`config.mk`:
```
export PLATFORM = sky130hd
export DESIGN_NAME = cen_frac_gen
export DESIGN_NICKNAME = d
export VERILOG_FILES = /design/src/rtl/cen_frac_gen.sv
export SDC_FILE = /design/constraint.sdc
export NUM_CORES = 1
export LEC_CHECK = 0
export BUFFER_PORTS_ARGS = -buffer_cell sky130_fd_sc_hd__buf_2
export CAP_MARGIN = 20
export CORE_MARGIN = 2
export CORE_UTILIZATION = 65
export DETAILED_ROUTE_END_ITERATION = 8
export GPL_ROUTABILITY_DRIVEN = 0
export PLACE_DENSITY_LB_ADDON = 0.15
export SLEW_MARGIN = 20
export SYNTH_ARGS = -nofsm -noshare
export SYNTH_HDL_FRONTEND = slang
export SYNTH_SLANG_ARGS = --single-unit
export TNS_END_PERCENT = 30
```
`constraint.sdc`:
```
create_clock -name clk_sys -period 9.5 [get_ports clk_sys]
set_input_delay 1.425 -clock clk_sys [delete_from_list [all_inputs] [get_ports clk_sys]]
set_output_delay 1.425 -clock clk_sys [all_outputs]
set_load 0.02 [all_outputs]
```
`src/rtl/cen_frac_gen.sv`:
```
// cen_frac_gen
//   Fractional clock-enable generator. Each channel runs a num/den phase
//   accumulator and emits a registered one-cycle cen pulse each time the
//   accumulator crosses den, so the average pulse rate is exactly num/den of
//   clk_sys with no drift.
//
// Optional feature macro: CEN_TURBO_EN
//   When defined, turbo high makes channel 0 use min(2*num, den) as its
//   increment. When undefined, turbo is ignored and no turbo logic exists.
//
// Ports
//   clk_sys  in   sole clock, rising edge
//   reset_n  in   asynchronous active-low reset
//   pause    in   hold all accumulators, force cen low
//   sync     in   clear every accumulator (phase alignment)
//   cfg_wr   in   load cfg_num/cfg_den into channel cfg_ch, clear its acc
//   cfg_ch   in   target channel; indices >= CHANNELS are ignored
//   cfg_num  in   new numerator
//   cfg_den  in   new denominator
//   turbo    in   channel 0 speed-up request (CEN_TURBO_EN only)
//   cen      out  registered enable pulses, one bit per channel
module cen_frac_gen #(
  parameter int CHANNELS  = 2,
  parameter int ACC_W     = 10,
  parameter int RESET_DEN = 4,
  localparam int CH_W     = (CHANNELS > 1) ? $clog2(CHANNELS) : 1
) (
  input  logic                clk_sys,
  input  logic                reset_n,
  input  logic                pause,
  input  logic                sync,
  input  logic                cfg_wr,
  input  logic [CH_W-1:0]     cfg_ch,
  input  logic [ACC_W-1:0]    cfg_num,
  input  logic [ACC_W-1:0]    cfg_den,
  input  logic                turbo,
  output logic [CHANNELS-1:0] cen
);

  // Reset release is retimed through one flop: the first edge after reset_n
  // rises only arms run_q, accumulation starts on the second edge.
  logic run_q;

  always_ff @(posedge clk_sys or negedge reset_n) begin
    if (!reset_n) run_q <= 1'b0;
    else          run_q <= 1'b1;
  end

`ifndef CEN_TURBO_EN
  logic unused_turbo;
  assign unused_turbo = turbo;
`endif

  for (genvar i = 0; i < CHANNELS; i++) begin : g_ch
    logic [ACC_W-1:0] num_q;
    logic [ACC_W-1:0] den_q;
    logic [ACC_W-1:0] acc_q;
    logic             cen_q;
    logic [ACC_W:0]   num_eff;
    logic [ACC_W:0]   den_x;
    logic [ACC_W:0]   sum;
    logic             hit;

    assign hit   = cfg_wr && (cfg_ch == CH_W'(i));
    assign den_x = {1'b0, den_q};
    assign sum   = {1'b0, acc_q} + num_eff;

`ifdef CEN_TURBO_EN
    if (i == 0) begin : g_turbo
      logic [ACC_W:0] dbl;
      assign dbl     = {num_q, 1'b0};
      // Clamp at den: beyond that the channel is already saturated.
      assign num_eff = !turbo       ? {1'b0, num_q} :
                       (dbl > den_x) ? den_x : dbl;
    end else begin : g_plain
      assign num_eff = {1'b0, num_q};
    end
`else
    assign num_eff = {1'b0, num_q};
`endif

    always_ff @(posedge clk_sys or negedge reset_n) begin
      if (!reset_n) begin
        num_q <= ACC_W'(1);
        den_q <= ACC_W'(RESET_DEN);
        acc_q <= '0;
        cen_q <= 1'b0;
      end else begin
        if (hit) begin
          num_q <= cfg_num;
          den_q <= cfg_den;
        end

        if (!run_q) begin
          cen_q <= 1'b0;
        end else if (sync || hit) begin
          acc_q <= '0;
          cen_q <= 1'b0;
        end else if (pause) begin
          cen_q <= 1'b0;
        end else if (den_q == '0) begin
          acc_q <= '0;
          cen_q <= 1'b0;
        end else if (num_eff >= den_x) begin
          // Saturated: pulse every cycle, keep acc pinned at 0.
          acc_q <= '0;
          cen_q <= 1'b1;
        end else if (sum >= den_x) begin
          acc_q <= ACC_W'(sum - den_x);
          cen_q <= 1'b1;
        end else begin
          acc_q <= ACC_W'(sum);
          cen_q <= 1'b0;
        end
      end
    end

    assign cen[i] = cen_q;
  end

endmodule

```
; Word level (Yosys, flattened, before mapping)
; Cells that the tools add are included.
[totals]
inputBits = 27
output_inout_bits = 2
register_bits = 63
elab_cells = 50
[classes]
muxes = 22
addsub = 4
eq_ne = 2
order_cmp = 4
reduce_logical = 8
n_bitwise = 1
[ops]
columns = cell, count
row1 = $mux W10, 10
row2 = $add A10 B10 Y11, 2
row3 = $ge A11 B10 Y1, 2
row4 = $ge A10 B10 Y1, 2
row5 = $logic_not A10 Y1, 2
row6 = $sub A10 B10 Y10, 2
row7 = $mux W1, 12
row8 = $ne A2 B1 Y1 const B, 2
row9 = $reduce_and A2 Y1, 2
row10 = $logic_and A1 B1 Y1, 2
row11 = $logic_or A1 B1 Y1, 2
row12 = $not A1 Y1, 1

; Logic depth before layout (Yosys ltp)
[logic_depth]
ltp_word = 8
ltp_mapped = 18

; Worst setup path before layout
; No wires, ideal clock.
[synth_timing]
kind = register to register
startpoint = reg g_ch[0].num_q[0]
endpoint = reg g_ch[0].acc_q[6]
t_required_ns = 9.379
setup_slack_ns = 5.959
arrival_ns = 3.420
path_stages_with_launch = 16
synth_period_minus_slack_ns = 3.541
cell_sequence = dfstp_2 -> ha_1 -> inv_1 -> fa_1 -> nor2b_1 -> o31a_1 -> o211a_1 -> nor2_1 -> xnor2_1 -> ha_1 -> a21o_1 -> a211oi_1 -> o21ai_0 -> a21oi_1 -> mux2_2 -> a22o_1
[synth_between]
elab_chain_cells = 7
[synth_rtl]
columns = item, line
row1 = "start, declared", 55  ; logic [ACC_W-1:0] num_q;
row2 = "start signal, assigned", 90  ; num_q <= cfg_num;
row3 = $add A10 B10 Y11, 66  ; assign sum = {1'b0, acc_q} + num_eff;
row4 = $sub A10 B10 Y10 or $ge A11 B10 Y1 (tied branches), "109, 108"
row5 = $mux W10, 108  ; end else if (sum >= den_x) begin
row6 = $mux W10 (*), 104  ; end else if (num_eff >= den_x) begin
row7 = $mux W10 (*), 101  ; end else if (den_q == '0) begin
row8 = $mux W10 (*), 99  ; end else if (pause) begin
row9 = $mux W10 (*), 96  ; end else if (sync || hit) begin
row10 = "end signal, assigned", 109  ; acc_q <= ACC_W'(sum - den_x);
row11 = "end signal, assigned", 112  ; acc_q <= ACC_W'(sum);
row12 = "end, declared", 57  ; logic [ACC_W-1:0] acc_q;
; Every way passes the cells marked *; elsewhere a longest branch is shown, timed or not. The select of a mux whose other input is x is not followed.
; A chain may end at the register's enable or synchronous reset.

; Worst setup path after layout
; Same ends and word-level chain as after synthesis.

==> impl_metrics.tcl <==
set metrics [dict create \
    clk_pin_slew_worst_paths_ns 0.07 \
    firstDrtPassIters 6 \
    reg2reg_depth 16 \
    min_path_type "flip-flop to flip-flop" \
    core_area_um2 7250 \
    clk_latency_ns 0.34 \
    ctsHoldBuffers 0 \
    cts_root_buf "clkbuf_8" \
    yosysMostFrequentCell "ha_1" \
    synthesis.area_um2 4850 \
    start_util_pct 66.9 \
    dp_hpwl_um 8630 \
    setup_viol 0 \
    die_area_um2 8170 \
    cts_buffer_depth 2 \
    chipHeight_um 90.4 \
    drtIter0Drc 346 \
    postRouteAntennaNets 0 \
    cts_tree "done" \
    maxSlewViolCount 0 \
    synth.net_count 610 \
    final_nets 636 \
    post_cts_resize_count 0 \
    critPathLaunch "g_ch[0].num_q[0]" \
    clock-sinks 63 \
    vias 3976 \
    fin_crit_sh_pct 44.8 \
    crit-reg2reg-launch "g_ch[0].num_q[0]" \
    crit_path_start_kind "flip-flop" \
    slowest_delay_ns 0.54 \
    async_reset_ff_share_pct 100 \
    cpMaxStageDelayCell "dfstp_2" \
    wl_per_cell_um 17.2 \
    cp-end-kind "flip-flop" \
    grt_pass1_vias 3960 \
    grt-ovfl-total 0 \
    setup_tns_ns 0 \
    synth.distinct_cells 63 \
    rrSetupSlack_ns 5.24 \
    status "complete, no violations" \
    hold_violations 0 \
    tightest_slew_ns 0.789 \
    timing.max_slew.rel_slack_pct 47.4 \
    crit_path_frequent_cell "ha_1" \
    synth_top_cell_area_share_pct 30.4 \
    crit_required_ns 9.73 \
    yosys_warnings 0 \
    ys_ff_latch 63 \
    syn_to_final_growth_pct 8.59 \
    setup_ws_ns 5.24 \
    path_class "flip-flop to flip-flop" \
    period_needed_ns 4.26 \
    numCtsBuffers 9 \
    rsz0062_at_grt "false" \
    antenna_found_initial 0 \
    grt_pass1_wl_um 19000 \
    maxCapViolCount 0 \
    skew_ns 0.0110 \
    p_per_area_nw_per_um2 294 \
    endpoint "g_ch[0].acc_q[6]" \
    critPathArrivalTime_ns 4.49 \
    grt_max_degree 64 \
    ir_drop_v 0.000135 \
    synth_edf_count 0 \
    num_io_pins 29 \
    wirelength_um 11100 \
    htreeDepth 3 \
    p_leak_nw 2.49 \
    yosysSeqAreaShare_pct 32.6 \
    antenna_cells 0 \
    synth_flop_cell "dfrtp_1" \
    crit_fanout 11 \
    layout-drive-gt1-share_pct 14.9 \
    ys_top_cells_by_area "dfrtp_1 (30%), ha_1 (15%), o21ai_0 (5.1%)" \
    worstPathCellList "ha_1 > inv_1 > fa_1 > nor2b_1 > o31a_1 > o211a_1 > nor2_1 > xnor2_1 > ha_1 > a21o_1 > a211oi_1 > o21ai_0 > a21oi_1 > buf_4 > mux2_2 > a22o_1" \
    grtUsageTotal_pct 29.1 \
    synth.avg_cell_area_um2 9.35 \
    r2r-end "g_ch[0].acc_q[6]" \
    die_width_um 90.4 \
    viasPerCell 6.13 \
    synth_common_cells "ha_1 (60), dfrtp_1 (59), nand2_1 (50)" \
    max_freq_ghz 0.235 \
    synthCells 519 \
    yosysTopAreaCell "dfrtp_1" \
    post-place-ws_ns 5.35 \
    hp-start "g_ch[0].acc_q[2]" \
    port_buffers 27 \
    post_cts_buffers 0 \
    route.detailed.drc 0 \
    rows 31 \
]
==> kinds of logic after synthesis <==
family	count (synthesis)	synth area share (%)
buffers and inverters	51	4.72
flip-flops	63	32.6
AND/OR/NAND/NOR	130	13.4
adder cells (fa/ha/maj)	64	17.1
XOR/XNOR	26	4.69
AO/OA/AOI/OAI	150	19.9
other	1	0.0773
multiplexers	34	7.56
==> per-stage QoR <==
stage | area (um^2) | util [%] | hold WS, ns | std cells | total power [mW]
floorplan | 4850 | - | 0.447 | 519 | 1.11
global placement | 5050 | 69.6 | 0.473 | 633 | 1.24
detailed placement | 5050 | 69.6 | 0.490 | 633 | 1.27
CTS | 5270 | 72.6 | 0.500 | 649 | 1.54
global route | 5270 | 72.6 | 0.517 | 649 | 1.68
finish | 5270 | 72.6 | 0.497 | 649 | 1.55
==> area by class of cell <==
| type | count | area (um^2) |
|---|---|---|
| tap | 99 | 124 |
| fill | 558 | 1980 |
| sequential | 63 | 1580 |
| timing repair buffer | 31 | 165 |
| clock inverter | 5 | 81.3 |
| inverter | 35 | 131 |
| multi-input combinational | 405 | 3040 |
| clock buffer | 11 | 141 |
==> registers in the layout, summed over array words and instances (netlist names) <==
register	flops
g_ch.acc_q	20
g_ch.den_q	20
g_ch.num_q	20
g_ch.cen_q	2
run_q	1
==> placed cells by master (no fill, tap or decap), drive strengths merged, types with 5 or more instances in the layout <==
| cell type | count |
|---|---|
| a211oi | 6 |
| nor2 | 19 |
| inv | 35 |
| mux2 | 21 |
| buf | 31 |
| dfrtp | 59 |
| a21o | 14 |
| a31oi | 6 |
| mux2i | 13 |
| nor3 | 7 |
| clkbuf | 11 |
| o21ai | 55 |
| ha | 60 |
| nor2b | 10 |
| xnor2 | 21 |
| xor2 | 5 |
| nand2b | 9 |
| o21a | 8 |
| nand4 | 5 |
| nand2 | 50 |
| a21oi | 29 |
| nand3 | 13 |
==> report_power, final <==
part	leakage [nW]	switching (mW)	total, mW	internal [mW]
clock	0.110	0.104	0.259	0.155
sequential	0.788	0.0352	0.350	0.315
combinational	1.59	0.522	0.938	0.416
total	2.49	0.661	1.55	0.886
==> layer usage <==
layer	vias up	GRT usage, %	share of wire [%]
li1	1917	-	-
met1	1933	40.3	47
met2	112	47.2	47
met3	14	5.51	5.1
met4	0	7.95	1.1
met5	-	0	0
==> worst min-delay path by stage <==
stage | end | slack [ns] | cells past startpoint
after detailed placement | g_ch[1].acc_q[3] | 0.49 | 2
after floorplan | g_ch[1].acc_q[9] | 0.45 | 2
after global routing | g_ch[1].acc_q[5] | 0.52 | 2
after CTS | g_ch[0].acc_q[2] | 0.50 | 2
after global placement | g_ch[1].acc_q[3] | 0.47 | 2
final | g_ch[0].acc_q[2] | 0.50 | 2
==> critical path, delay by kind of cell (launching register included) <==
kind	cells	cell delay, ns
XOR/XNOR	1	0.20
multiplexers	1	0.36
AND/OR/NAND/NOR	2	0.24
flip-flops	1	0.54
buffers and inverters	2	0.31
adder cells (fa/ha/maj)	3	0.96
AO/OA/AOI/OAI	7	1.53
(Power assumes the default switching activity.)
